[src/rtl/line_fill_unit_pkg.sv]
// Shared definitions for the line fill path (cache, fill unit, word selector).
// Provides the fill FSM state encoding and the line/word geometry constants.
package line_fill_unit_pkg;

    typedef enum logic [1:0] {
        IDLE = 2'd0,
        FILL = 2'd1,
        DONE = 2'd2
    } state_t;

    localparam int unsigned WORDS_PER_LINE = 4;
    localparam int unsigned WORD_W         = 16;
    localparam int unsigned LINE_W         = 64;
    localparam int unsigned IDX_W          = 2;

endpackage

[src/rtl/line_fill_unit.sv]
// line_fill_unit: fetches one 64-bit line from 16-bit main memory as four
// sequential word reads, assembles it bottom-up and hands it to the cache
// with a valid/ready handshake.
// Ports:
//   clk, rst              clock, synchronous active-high reset
//   fill_req, fill_addr   line fill request and line address (accepted in IDLE)
//   fill_busy             high whenever a fill or handoff is in progress
//   flush                 abort current fill, discard data
//   mem_req, mem_addr     memory word read request / word address
//   mem_ack, mem_data     memory acknowledge with same-cycle read data
//   line_valid, line_ready, line_data, line_addr   line handoff to the cache
module line_fill_unit
    import line_fill_unit_pkg::*;
#(
    parameter int unsigned ADDR_W = 16
) (
    input  logic                      clk,
    input  logic                      rst,
    input  logic                      fill_req,
    input  logic [ADDR_W-IDX_W-1:0]   fill_addr,
    output logic                      fill_busy,
    input  logic                      flush,
    output logic                      mem_req,
    output logic [ADDR_W-1:0]         mem_addr,
    input  logic                      mem_ack,
    input  logic [WORD_W-1:0]         mem_data,
    output logic                      line_valid,
    input  logic                      line_ready,
    output logic [LINE_W-1:0]         line_data,
    output logic [ADDR_W-IDX_W-1:0]   line_addr
);

    localparam int unsigned LADDR_W = ADDR_W - IDX_W;
    localparam logic [IDX_W-1:0] LAST_IDX = IDX_W'(WORDS_PER_LINE - 1);

    state_t               state;
    state_t               state_n;
    logic [IDX_W-1:0]     idx;
    logic [IDX_W-1:0]     idx_n;
    logic [LADDR_W-1:0]   addr_n;
    logic [LINE_W-1:0]    data_n;
    logic [WORDS_PER_LINE-1:0] slot_en;

    // Next-state, word index, address latch and slot-write decode
    always_comb begin
        state_n = state;
        idx_n   = idx;
        addr_n  = line_addr;
        slot_en = '0;

        if (flush) begin
            state_n = IDLE;
        end else begin
            unique case (state)
                IDLE: begin
                    if (fill_req) begin
                        state_n = FILL;
                        addr_n  = fill_addr;
                        idx_n   = '0;
                    end
                end
                FILL: begin
                    if (mem_ack) begin
                        slot_en = WORDS_PER_LINE'(1) << idx;
                        idx_n   = idx + IDX_W'(1);
                        if (idx == LAST_IDX) begin
                            state_n = DONE;
                        end
                    end
                end
                DONE: begin
                    // line_valid is high throughout DONE, so ready alone completes
                    if (line_ready) begin
                        state_n = IDLE;
                    end
                end
                default: begin
                    state_n = IDLE;
                end
            endcase
        end
    end

    // 4-way decoded word-slot write into the line register
    always_comb begin
        data_n = line_data;
        for (int k = 0; k < WORDS_PER_LINE; k++) begin
            if (slot_en[k]) begin
                data_n[k*WORD_W +: WORD_W] = mem_data;
            end
        end
    end

    // State register; outputs registered from the next-state decode
    always_ff @(posedge clk) begin
        if (rst) begin
            state      <= IDLE;
            idx        <= '0;
            line_addr  <= '0;
            line_data  <= '0;
            fill_busy  <= 1'b0;
            mem_req    <= 1'b0;
            line_valid <= 1'b0;
            mem_addr   <= '0;
        end else begin
            state      <= state_n;
            idx        <= idx_n;
            line_addr  <= addr_n;
            line_data  <= data_n;
            fill_busy  <= (state_n != IDLE);
            mem_req    <= (state_n == FILL);
            line_valid <= (state_n == DONE);
            mem_addr   <= {addr_n, idx_n};
        end
    end

endmodule

[config.mk]
export PLATFORM = sky130hd
export DESIGN_NAME = line_fill_unit
export DESIGN_NICKNAME = d
export VERILOG_FILES = /design/src/rtl/line_fill_unit_pkg.sv /design/src/rtl/line_fill_unit.sv
export SDC_FILE = /design/constraint.sdc
export NUM_CORES = 1
export LEC_CHECK = 0
export CORE_MARGIN = 2
export CORE_UTILIZATION = 30
export DETAILED_ROUTE_END_ITERATION = 8
export PLACE_DENSITY_LB_ADDON = 0.25
export SYNTH_ARGS = -nofsm -noshare
export SYNTH_HDL_FRONTEND = slang
export SYNTH_SLANG_ARGS = --single-unit
[constraint.sdc]
create_clock -name clk -period 2.2 [get_ports clk]
set_input_delay 0.44 -clock clk [delete_from_list [all_inputs] [get_ports clk]]
set_output_delay 0.44 -clock clk [all_outputs]
set_load 0.005 [all_outputs]
### After elaboration in Yosys (flattened, before gate mapping)

Index checks and enable logic that the tools add are counted.

| word-level totals | value |
|---|---|
| register bits after elaboration | 101 |
| word-level logic and storage cells | 36 |

| cells by class | value |
|---|---|
| $add $sub $neg | 1 |
| eq/ne operators | 5 |
| shift-type cells | 1 |
| muxes and demuxes | 16 |
| reduce and logical (&&, ||, !) cells | 2 |

Operators with widths:

| kind | count |
|---|---|
| 14-bit 2-to-1 mux | 3 |
| 2-bit 2-to-1 mux | 8 |
| 4-bit 2-to-1 mux | 3 |
| 2-bit == test (second input constant) | 3 |
| 2-bit case mux with 3 select lines | 1 |
| 2-bit by 1-bit == test with 1-bit output (second input constant) | 2 |
| 2-bit case mux with 2 select lines | 1 |
| 1-bit by 2-bit left shift with 4-bit output (first input constant) | 1 |
| 2-bit by 1-bit adder with 2-bit output (second input constant) | 1 |
| 2-bit zero test | 1 |
| 2-bit nonzero test | 1 |

### Logic depth before layout (Yosys ltp)

Gate-level depths: netlist (run 1).

| logic depth | value |
|---|---|
| depth after elaboration | 6 |
| mapped depth | 6 |
| depth with buffers taken out | 5 |

### Least setup slack after synthesis (run 1)

Ideal clock, no wire load.

| timing path | value |
|---|---|
| path kind | in2reg |
| from | input mem_ack |
| to | register line_data[51] |
| library setup time | 0.121 ns |
| arrival | 1.440 ns |
| required time | 2.079 ns |
| path slack | 0.639 ns |
| stages | 6 |
| buffers on the path | 3 |
| cells stage by stage | clkbuf_1 -> nand2_1 -> or3_1 -> buf_2 -> buf_6 -> mux2i_1 |

| between the ends | value |
|---|---|
| longest elaborated chain between the ends | 3 |

RTL lines:

| element | RTL line | text |
|---|---|---|
| start, declared | line_fill_unit.sv:25 | `input logic mem_ack,` |
| 4-bit 2-to-1 mux | line_fill_unit.sv:63 | `if (mem_ack) begin` |
| 4-bit 2-to-1 mux | line_fill_unit.sv:54 | `unique case (state)` |
| 4-bit 2-to-1 mux | line_fill_unit.sv:51 | `if (flush) begin` |
| end signal, assigned | line_fill_unit.sv:109 | `line_data <= data_n;` |
| end, declared | line_fill_unit.sv:29 | `output logic [LINE_W-1:0] line_data,` |

Every way passes these cells.
A chain may end at the register's enable or synchronous reset.

### Worst setup path in the final report (run 1)

| timing path | value |
|---|---|
| from | register mem_addr[0] |
| to | output mem_addr[0] |

RTL lines:

| element | RTL line | text |
|---|---|---|
| start, declared | line_fill_unit.sv:24 | `output logic [ADDR_W-1:0] mem_addr,` |
| start signal, assigned | line_fill_unit.sv:113 | `mem_addr <= {addr_n, idx_n};` |

No word-level cell between the ends.

==> results of run 1 <==
## state kept, by name (all words and copies together) (netlist names)
register    count
mem_req         1
fill_busy       1
line_valid      1
line_data      64
mem_addr       16
state           2
## synth_stat cells (2+ instances only)
cell type / count / area, um^2
nor4bb_1: 2 / 20.02
clkbuf_1: 14 / 52.55
ha_1: 4 / 50.05
buf_2: 7 / 35.03
nand2_2: 2 / 12.51
dfxtp_1: 85 / 1702
a211oi_1: 2 / 15.01
nor2_1: 2 / 7.510
o31ai_1: 2 / 15.01
nand2b_1: 81 / 506.7
a21oi_1: 16 / 80.08
mux2i_1: 64 / 640.6
inv_1: 2 / 7.510
buf_4: 15 / 112.6
nand2_1: 30 / 112.6
or3_1: 2 / 12.51
## worst paths after layout
kind / from / to / slack (ns) / depth (start not counted)
setup reg to reg: mem_addr[0] / line_data[55] / 0.57 / 5
setup / recovery: mem_addr[0] / mem_addr[0] / 0.43 / 1
hold reg to reg: line_data[38] / line_data[38] / 0.47 / 2
hold / removal: line_data[38] / line_data[38] / 0.47 / 2
## logic make-up after synthesis
| family | synth area share (%) |
|---|---|
| AOI/OAI and AO/OA | 3.480 |
| adders and majority gates | 1.421 |
| buffers and inverters | 6.214 |
| DFF | 48.30 |
| muxes | 18.18 |
| and+or+nand+nor | 22.41 |
## area by class of cell
class,count,area (um^2)
tap,143,178.9
inverter,2,7.507
sequential,85,1702
clock inverter,6,111.4
fill,1116,6147
multi-input combinational,222,1609
clock buffer,10,229.0
timing repair buffer,141,1434
## stage by stage
| step | cell area [um^2] | worst slack (ns) | power [mW] |
|---|---|---|---|
| 2_1_floorplan | 3523 | 0.6388 | 1.723 |
| 3_3_place_gp | 4931 | 0.1831 | 1.855 |
| 3_5_place_dp | 4931 | 0.1295 | 1.860 |
| 4_1_cts | 5271 | 0.4084 | 3.588 |
| 5_1_grt | 5271 | 0.3818 | 3.660 |
| 6_report | 5271 | 0.4343 | 3.533 |
## per-layer routing
| layer | part of all wire [%] | vias up |
|---|---|---|
| met2 | 44 | 116 |
| met5 | 0 | - |
| met3 | 9.3 | 12 |
| li1 | - | 1358 |
| met1 | 45 | 1240 |
| met4 | 1.5 | 0 |
## where the power goes
group	leakage, nW	internal [mW]	switching (mW)
Clock	0.163	1.11	0.601
Combinational	1.30	0.154	0.0955
Sequential	0.687	1.56	0.0147
## layout by cell type (no fill, tap or decap), types with 2 or more instances in the layout
master / count
clkdlybuf4s50_1: 131
dfxtp_1: 85
nand2b_1: 81
mux2i_1: 64
nand2_1: 30
a21oi_1: 16
clkbuf_16: 9
buf_4: 5
ha_1: 4
buf_12: 4
bufinv_16: 3
inv_1: 2
or3_1: 2
nor2_1: 2
nor4bb_1: 2
o31ai_1: 2
nand2_2: 2
a211oi_1: 2
==> impl_summary.md, run 1 <==
Outcome
The run finished with clean final reports.

Setup path
Walking the worst path, the cells encountered are clkdlybuf4s50_1. Data arrives at the worst endpoint at 1.33 ns. For this run, the slowest stage of the critical path takes 0.55 ns. The worst setup path is captured at an output port. The path type of the worst setup path is flop to output port.

The type of element launching the critical path is a flop. Broken down by cell family, the worst path's largest delay share belongs to buffers and inverters. On the critical path, the stage with the largest delay is an instance of clkdlybuf4s50_1. The maximum net fanout on the critical path is 7. The combined buffer and inverter count along the critical path is 1. The required time at the endpoint of the critical path is 1.76 ns.

Routing
After detailed routing, the total wire length is 8838 um. The routed layout has 2,726 vias. In the routed layout, each cell is associated on average with a via count of 4.476. The routed length per placed instance is 14.51 um. The count of TritonRoute iterations in the first routing pass is 4. The first routing iteration left 162 violations. The DRC violation count after routing is 0. The count of nets left with antenna violations after detail routing is 0.

Timing
At the pin with the least slew margin, the transition time is 0.4705 ns. Static timing analysis puts the maximum clock frequency at about 570 MHz. The clock period could shrink to 1.766 ns. The hold violation count in the final report was 0.

The period utilization is 80.26%. Between clock sinks in the finished design, the worst skew comes to 0.005316 ns. Setup repair after global routing left no endpoint under its margin. The headroom to the max-slew limit is 68.39%. Final hold analysis gives a worst-case slack of 0.4730 ns. The final count of pins violating max slew came to 0. The summed negative setup slack over all endpoints is 0 ns. The number of failing setup endpoints in the final timing report is 0.

GRT
After global routing the overflow that remains totals 0. The first-pass GRT wire length is 14,380 um. Global routing used 5.400% of the available met3 tracks.

The initial antenna violation count was 0. The layer carrying the most global-route usage is met2. In the global route stage, met2 resource usage came out at 22.33%. For this run, the total global-route usage over all layers was measured as 14.25%. For met1 alone, demand over resource in global routing was roughly 18%. The via count of the first global-routing pass is 2,786. The maximum number of pins on one net before global-route repair is 101.

Clock network
The clock-pin slew of the registers on the worst-case setup and hold paths is approximately 0.060 ns. In this run, post-CTS hold repair placed 0 buffers. No sink is reached through more buffers than the 2 on the longest clock path. In this run the number of H-tree levels came out at 3.

For the worst-skew pair, the clock arrives at the later sink with an insertion delay of 0.33 ns. Buffers inserted during clock tree synthesis total 9. The number of setup buffers added after CTS is 0. The clock root buffer master is clkbuf_16. Once the clock tree was built, the resizer swapped 0 gates to a different size. The CTS tree is built. The sink count of the clock tree is 85.

Layout
The final design utilization is 46.16%. The proportion of layout cells with a drive suffix above 1 is 7.082%. For this run, the number of standard cells in the final layout without fillers is between 600 and 700. At the end of the flow, the number of nets in the layout was 501. The count of antenna diodes in the layout is 0. Compared with the post-synthesis result, the final layout area differs by 49.61%.

Synthesis
Counting distinct cell types in the post-synthesis netlist gives 32. Among all flip-flop cells after synthesis, the most frequent one is dfxtp_1. The netlist area before placement is 0.003523 mm^2. The number of instances in the synthesized netlist is between 300 and 400.

The post-synthesis net count is 386. Yosys printed 0 warnings. The number of flops mapped to enable cells by yosys is 0. The number of storage elements in the synthesis netlist is 85. After synthesis, the share of flip-flops with an asynchronous set or reset is 0%. After synthesis, the mean cell area works out to 10.18 um^2.

The share of the Yosys chip area taken by registers is 48.30%.

Floorplan
133 I/O pins were placed. The core region is 0.01142 mm^2. The die is 112.4 um wide. The die covers 0.01263 mm^2. The initial standard-cell utilization of the core is 30.86%. The height of the die is 112.4 um.

The floorplan row count is 39.

Job
The count of maximum capacitance violations is 0.

Placed design
Once placement completed, the tool counted placed cells totaling approximately 600. During placement, the flow inserted port buffers numbering 132. The weighted congestion at the end of routability-driven global placement is ~0.75.

The post-DP HPWL is around 6000 um.

Pwr
Across the VDD grid, the largest voltage drop is 0.3376 mV. The leakage power is 2.150 nW. The power per standard cell area is 670.2 mW/mm^2.

Hold path
The path class of the tightest hold or removal check is flop to flop.
Power figures use the tool's default switching activity.
==> run 2, diff against run 1 <==
clock period = 1.6 ns   (was 2.2 ns; I/O delays follow)
==> run 2 against run 1 <==
Via count increased by 2.3%. Hold slack got worse by 0.17 ns. Count of clock-buffer cells in the layout unchanged.
==> impl_summary.md, run 2 (synthesis gave the netlist of run 1 again) <==
Timing
The number of failing setup endpoints in the final timing report is 0 (unchanged). The hold violation count in the final report is 0 (unchanged). The final critical-path required period is 1.550 ns.

The actual transition at the worst max-transition pin is 0.3651 ns (-0.1054 ns). Setup repair after global routing left no endpoint under its margin. The clock skew is 0.006340 ns (+0.001024 ns). The final count of pins violating max slew is 0 (unchanged). The period utilization is just under 100%.

The smallest hold slack is 0.3000 ns (-0.1730 ns). The achievable frequency is 645.1 MHz. The headroom to the max-slew limit is 75.63% (+7.2 points).

Placed design
The weighted congestion at the end of routability-driven global placement was 0.7651 (+1.6%). The count of buffers inserted at the top-level ports came to 132 (unchanged). The post-DP HPWL is 6499 um (+7.7%).

The cell area reported after detailed placement is 0.005049 mm^2 (+2.4%).

Pwr
The clock power share is 42.9% (-5.5 points). The switching share of total power was 22.03% (+1.9 points). The part of the power in combinational logic was 8.1% (+1.0 points).

The internal power component was 3.440 mW (+22%). The power per standard cell area is 822.2 mW/mm^2 (+23%). The leakage power is 2.294 nW (+6.7%). The relative contribution of sequential cells to total power is 49.0% (+4.5 points). The net switching power is 0.9717 mW (+37%).

The peak ir drop on the vdd network is 0.4109 mV (+22%).

Routing
The detailed-route via count is 2,788 (+2.3%). The number of DRC violations after detailed-routing iteration 0 was 111 (-31%). The DRC violation count after routing is 0 (unchanged).

The routed length per placed instance is 14.69 um (+1.2%). The per-cell via count in the routed design is 4.461 (-0.34%). The count of nets left with antenna violations after detail routing is 0 (unchanged). The total wirelength of the detailed-routed design came to 9181 um (+3.9%). The count of TritonRoute iterations in the first routing pass was 4 (unchanged).

Floorplan
The floorplan core area came to 0.01142 mm^2 (unchanged). The horizontal die dimension is 112.4 um (unchanged). The initial standard-cell utilization of the core came to 30.86% (unchanged). The floorplan row count came to 39 (unchanged). The number of top-level design ports is 133 (unchanged). The die area came to 0.01263 mm^2 (unchanged). The height of the die is 112.4 um (unchanged).

Setup path
Traced cell by cell, the critical path runs through clkdlybuf4s50_1. The required time at the endpoint of the critical path is 1.28 ns (-0.48 ns). STA classifies the critical path endpoint as an output port. The path type of the worst setup path is flop to output port. The kind of cell with the highest combined delay on the critical path is buffers and inverters.

The slowest stage of the critical path is the clkdlybuf4s50_1 cell. The data arrival time of the critical path is 1.23 ns (-0.10 ns). The combined buffer and inverter count along the critical path is 1 (unchanged). The type of element launching the critical path is a flop. The largest incremental delay on the critical path came to 0.55 ns (about the same).

The maximum net fanout on the critical path is 2 (-5).

Clock network
The number of clock buffers inserted by TritonCTS is 9 (unchanged). The maximum level of the CTS H-tree was 3 (unchanged). The number of hold buffers added after cts was 0 (unchanged). The clock-pin slew of the registers on the worst-case setup and hold paths is 0.06 ns (about the same).

The clock latency on the worst-skew pair is 0.34 ns (about the same). In this run the clock root is driven by a clkbuf_16. The buffer depth of the longest clock path is 2 (unchanged).

The sink count of the clock tree is 85 (unchanged). The CTS tree is built.

Layout
The top cell types in the final layout, fill and taps aside, are clkdlybuf4s50_1, dfxtp_1, nand2b_1. From synthesis to final layout, the design area changed by 52.27%. The flip-flop count of the largest register after layout is 64 (unchanged).

The post-layout instance area came to 0.005365 mm^2 (+1.8%). The count of antenna diodes in the layout is 0 (unchanged). The largest registers in the layout are line_data: 64 flops, mem_addr: 16 flops, state: 2 flops.

The proportion of layout cells with a drive suffix above 1 was 10.79% (+3.7 points). The final net count was 518 (+3.4%). The register with the most flip-flops is line_data. The library cell used most frequently in the layout, excluding fill and tap cells, is clkdlybuf4s50_1. The fill cell instance count of the final layout is 1,122 (+0.54%). The area used by sequential logic in the layout is 0.001704 mm^2 (+0.15%). The area used by multi-input combinational logic came to 0.001609 mm^2 (unchanged).

GRT
The maximum number of pins on one net before global-route repair is 66 (-35%). The initial antenna violation count was 0 (unchanged). The total routing resource utilization after global routing came to 14.76% (+0.51 points). The via count of the first global-routing pass is 2,879 (+3.3%). The first-pass GRT wire length came to 14,900 um (+3.6%). The global route total overflow is 0 (unchanged).

Outcome
The run finished with clean final reports.

Job
The count of maximum capacitance violations is 0 (unchanged).

Hold path
The path class of the tightest hold or removal check is input pin to flop.
-- run 2: path summary, 6_finish.rpt --
path / startpoint / end / slack (ns) / depth (start not counted)
worst max-delay path: line_data[16] / line_data[16] / 0.05 / 1
worst min-delay path: rst / mem_addr[0] / 0.30 / 2
worst max register to register: state[0] / line_data[58] / 0.11 / 4
worst min register to register: mem_addr[2] / mem_addr[2] / 0.47 / 2
-- run 2: per-stage QoR --
| stage | util, % | worst slack (ns) | TNS [ns] | instances | total power, mW |
|---|---|---|---|---|---|
| global placement | 44.21 | -0.2057 | -11.47 | 607 | 2.566 |
| detailed placement | 44.21 | -0.2370 | -12.43 | 607 | 2.572 |
| global route | 46.99 | 0.005007 | 0 | 625 | 4.603 |
| floorplan | - | 0.09057 | 0 | 346 | 2.370 |
| finish | 46.99 | 0.04991 | 0 | 625 | 4.411 |
| CTS | 46.55 | 0.02543 | 0 | 622 | 4.490 |
-- run 2: cell type report --
class | instances | area share (%)
sequential | 85 | 31.76
inverter | 2 | 0.1399
multi-input combinational | 222 | 29.99
tap | 143 | 3.335
clock inverter | 5 | 0.5131
timing repair buffer | 158 | 29.80
clock buffer | 10 | 4.454
-- run 2: metal layers --
metal | routed length (um) | vias to the layer above | GRT usage [%]
met4 | 116 | 0 | 5.122
met2 | 4146 | 105 | 23.90
met1 | 4149 | 1282 | 18.18
met3 | 768 | 10 | 5.400
met5 | 0 | - | 0
li1 | - | 1391 | -
-- run 2: timing repair --
item,CTS,global route
resized for setup,4,4
hold endpoints to repair,0,0
gates cloned,0,1
pin swaps,0,1
setup buffers,0,2
setup endpoints to repair,2,4
-- run 2: power by group through the flow --
stage	Sequential [mW]	Clock (mW)	Combinational, mW
2_1_floorplan	2.21	0	0.160
3_3_place_gp	2.21	0	0.359
3_5_place_dp	2.21	0	0.363
4_1_cts	2.16	1.96	0.365
5_1_grt	2.16	2.05	0.389
6_report	2.16	1.89	0.357
==> run 3, diff against run 2 <==
CTS_CLUSTER_SIZE = 10   (was unset)
RECOVER_POWER = 25   (was unset)
==> run 3 against run 2 <==
Clock power barely moved. Sequential cell count is the same. Hold slack better by 0.0036 ns. Utilization is 0.54 points lower. Wire length rose by 0.13%. Critical path type unchanged. Cell area down 1.1%. Register-to-register slack about the same. Critical endpoint unchanged. Cell count is the same. Power decreased by 0.11%. Global-route usage stayed put. Sequential power about the same.
==> impl_summary.md, run 3 (synthesis gave the netlist of run 1 again) <==
Timing
The achievable frequency was 644.8 MHz (about the same). The final count of pins violating max slew is 0 (unchanged). The hold violation count in the final report is 0 (unchanged). The smallest hold slack is 0.3035 ns (+0.003554 ns). The slack of the critical path is 0.04914 ns (-0.0007675 ns). The headroom to the max-slew limit came to 74.83% (-0.80 points). The final critical-path required period came to 1.551 ns (+0.0007675 ns).

The number of failing setup endpoints in the final timing report is 0 (unchanged). The actual transition at the worst max-transition pin is 0.3771 ns (+0.01196 ns). The clock skew was 0.006135 ns (-0.0002058 ns). Setup repair after global routing left no endpoint under its margin.

The period utilization was 96.93% (about the same).

Setup path
The combined buffer and inverter count along the critical path is 1 (unchanged). The maximum net fanout on the critical path is 2 (unchanged). The logic depth of the worst setup path including buffers came to 1 (unchanged).

The register-to-register setup slack was 0.10 ns (about the same). Tracing the worst setup path back leads to its startpoint at line_data[16]. The worst setup path is of the flop to output port kind.

The data arrival time of the critical path is 1.23 ns (about the same). The required time at the endpoint of the critical path is 1.28 ns (about the same). In this run the worst setup path terminates at line_data[16]. Walking the worst path, the cells encountered are clkdlybuf4s50_1. The largest incremental delay on the critical path came to 0.55 ns (about the same).

The kind of cell with the highest combined delay on the critical path is buffers and inverters. The logic depth of the worst register-to-register path is 4 (unchanged). The slowest stage of the critical path is the clkdlybuf4s50_1 cell.

The origin of the critical flop-to-flop path is state[0]. The type of element launching the critical path is a flop. In this run the critical register-to-register path is captured at line_data[58].

The kind of end point of the critical path is an output port.

GRT
The first-pass GRT wire length is 14,900 um (unchanged). The via count of the first global-routing pass is 2,879 (unchanged). The initial antenna violation count was 0 (unchanged). The maximum number of pins on one net before global-route repair is 66 (unchanged). The global route total overflow is 0 (unchanged). The total routing resource utilization after global routing is 14.76% (unchanged).

Placed design
The count of buffers inserted at the top-level ports was 132 (unchanged). The worst slack at placement is -0.2370 ns (unchanged). The post-DP HPWL was 6499 um (unchanged). The placed cell count came to 607 (unchanged).

The weighted congestion at the end of routability-driven global placement is 0.7651 (unchanged).

Layout
The final design utilization is 46.45% (-0.54 points). The commonest non-fill, non-tap cell in the layout is clkdlybuf4s50_1. The flip-flop count of the largest register after layout is 64 (unchanged). The proportion of layout cells with a drive suffix above 1 is 9.751% (-1.0 points). In the layout the commonest cells are clkdlybuf4s50_1, dfxtp_1, nand2b_1. The count of antenna diodes in the layout is 0 (unchanged). The final net count came to 518 (unchanged). The final cell count without fillers is 625 (unchanged).

Ranked by flip-flop count, first place goes to line_data. The largest registers in the layout are line_data: 64 flops, mem_addr: 16 flops, state: 2 flops. The area added between synthesis and finish is 50.53%.

Pwr
The peak ir drop on the vdd network came to 0.4109 mV (about the same). The overall power after layout was 4.407 mW (-0.11%). The switching share of total power is 22.05% (+0.023 points).

The internal power component was 3.435 mW (-0.14%). The part of the power in combinational logic is 8.0% (about the same). The leakage power is 2.208 nW (-3.7%). The net switching power was 0.9716 mW (about the same). The clock power share is 42.9% (about the same).

The relative contribution of sequential cells to total power is 49.1% (about the same). The power per standard cell area is 830.8 mW/mm^2 (+1.0%).

Clock network
The clock root buffer master is clkbuf_16. TritonCTS built the clock tree. The number of clock buffers inserted by TritonCTS is 9 (unchanged). The buffer depth of the longest clock path came to 2 (unchanged). The sink count of the clock tree is 85 (unchanged).

The number of hold buffers added after cts is 0 (unchanged). The clock-pin slew of the registers on the worst-case setup and hold paths came to 0.06 ns (about the same). The maximum level of the CTS H-tree is 3 (unchanged). The clock latency on the worst-skew pair is 0.34 ns (about the same).

Floorplan
The floorplan row count came to 39 (unchanged). The die area came to 0.01263 mm^2 (unchanged). The number of top-level design ports is 133 (unchanged).

The floorplan core area came to 0.01142 mm^2 (unchanged). The initial standard-cell utilization of the core was 30.86% (unchanged). The horizontal die dimension is 112.4 um (unchanged). The height of the die is 112.4 um (unchanged).

Hold path
The min-delay analysis places its worst path in the category input pin to flop.

Routing
The number of DRC violations after detailed-routing iteration 0 is 92 (-17%). The DRC violation count after routing is 0 (unchanged). The routed length per placed instance was 14.71 um (+0.13%). The count of TritonRoute iterations in the first routing pass came to 4 (unchanged).

The total wirelength of the detailed-routed design is 9193 um (+0.13%). The detailed-route via count came to 2,788 (unchanged). The count of nets left with antenna violations after detail routing was 0 (unchanged).

The per-cell via count in the routed design is 4.461 (unchanged).

Job
The count of maximum capacitance violations is 0 (unchanged).

Outcome
The flow ran to the end, and the final reports show no timing, DRC or antenna violations.
[run 3: how the worst min path moves through the flow]
stage                     depth (start not counted)            end           from
final                                             2       state[1]            rst
after global routing                              2       state[1]            rst
after CTS                                         2    mem_addr[0]            rst
after detailed placement                          2  line_data[35]  line_data[35]
after global placement                            2   mem_addr[15]   mem_addr[15]
after floorplan                                   2   mem_addr[10]   fill_addr[8]
[run 3: through the flow]
| stage | setup TNS, ns | area [um^2] |
|---|---|---|
| after detailed placement | -12.43 | 5049 |
| after floorplan | 0 | 3523 |
| after global routing | 0 | 5304 |
| final | 0 | 5304 |
| after CTS | 0 | 5315 |
| after global placement | -11.47 | 5049 |
[run 3: repair_timing]
action,CTS,global route
hold endpoints to repair,0,0
resized for setup,4,4
setup endpoints to repair,2,4
pin swaps,0,1
cloned,0,1
buffers inserted,0,2
[run 3: cell type report]
cell class              instances  area [um^2]
clock buffers                  10        239.0
clock inverters                 5        27.53
fillers                      1131         6115
inverters                       2        7.507
multi-input cells             222         1607
flip-flops and latches         85         1703
well taps                     143        178.9
repair buffers                158         1541
[run 3: metal layers]
metal / track usage [%] / share of wire, % / vias to the layer above
li1: - / - / 1389
met1: 18.18 / 45 / 1284
met2: 23.90 / 45 / 105
met3: 5.400 / 8.3 / 10
met4: 5.122 / 1.3 / 0
met5: 0 / 0 / -
[run 3: power by group through the flow]
stage | clock [mW] | combinational, mW | sequential, mW
floorplan | 0 | 0.160 | 2.21
detailed placement | 0 | 0.363 | 2.21
global route | 2.05 | 0.383 | 2.16
CTS | 1.96 | 0.365 | 2.16
global placement | 0 | 0.359 | 2.21
finish | 1.89 | 0.352 | 2.16
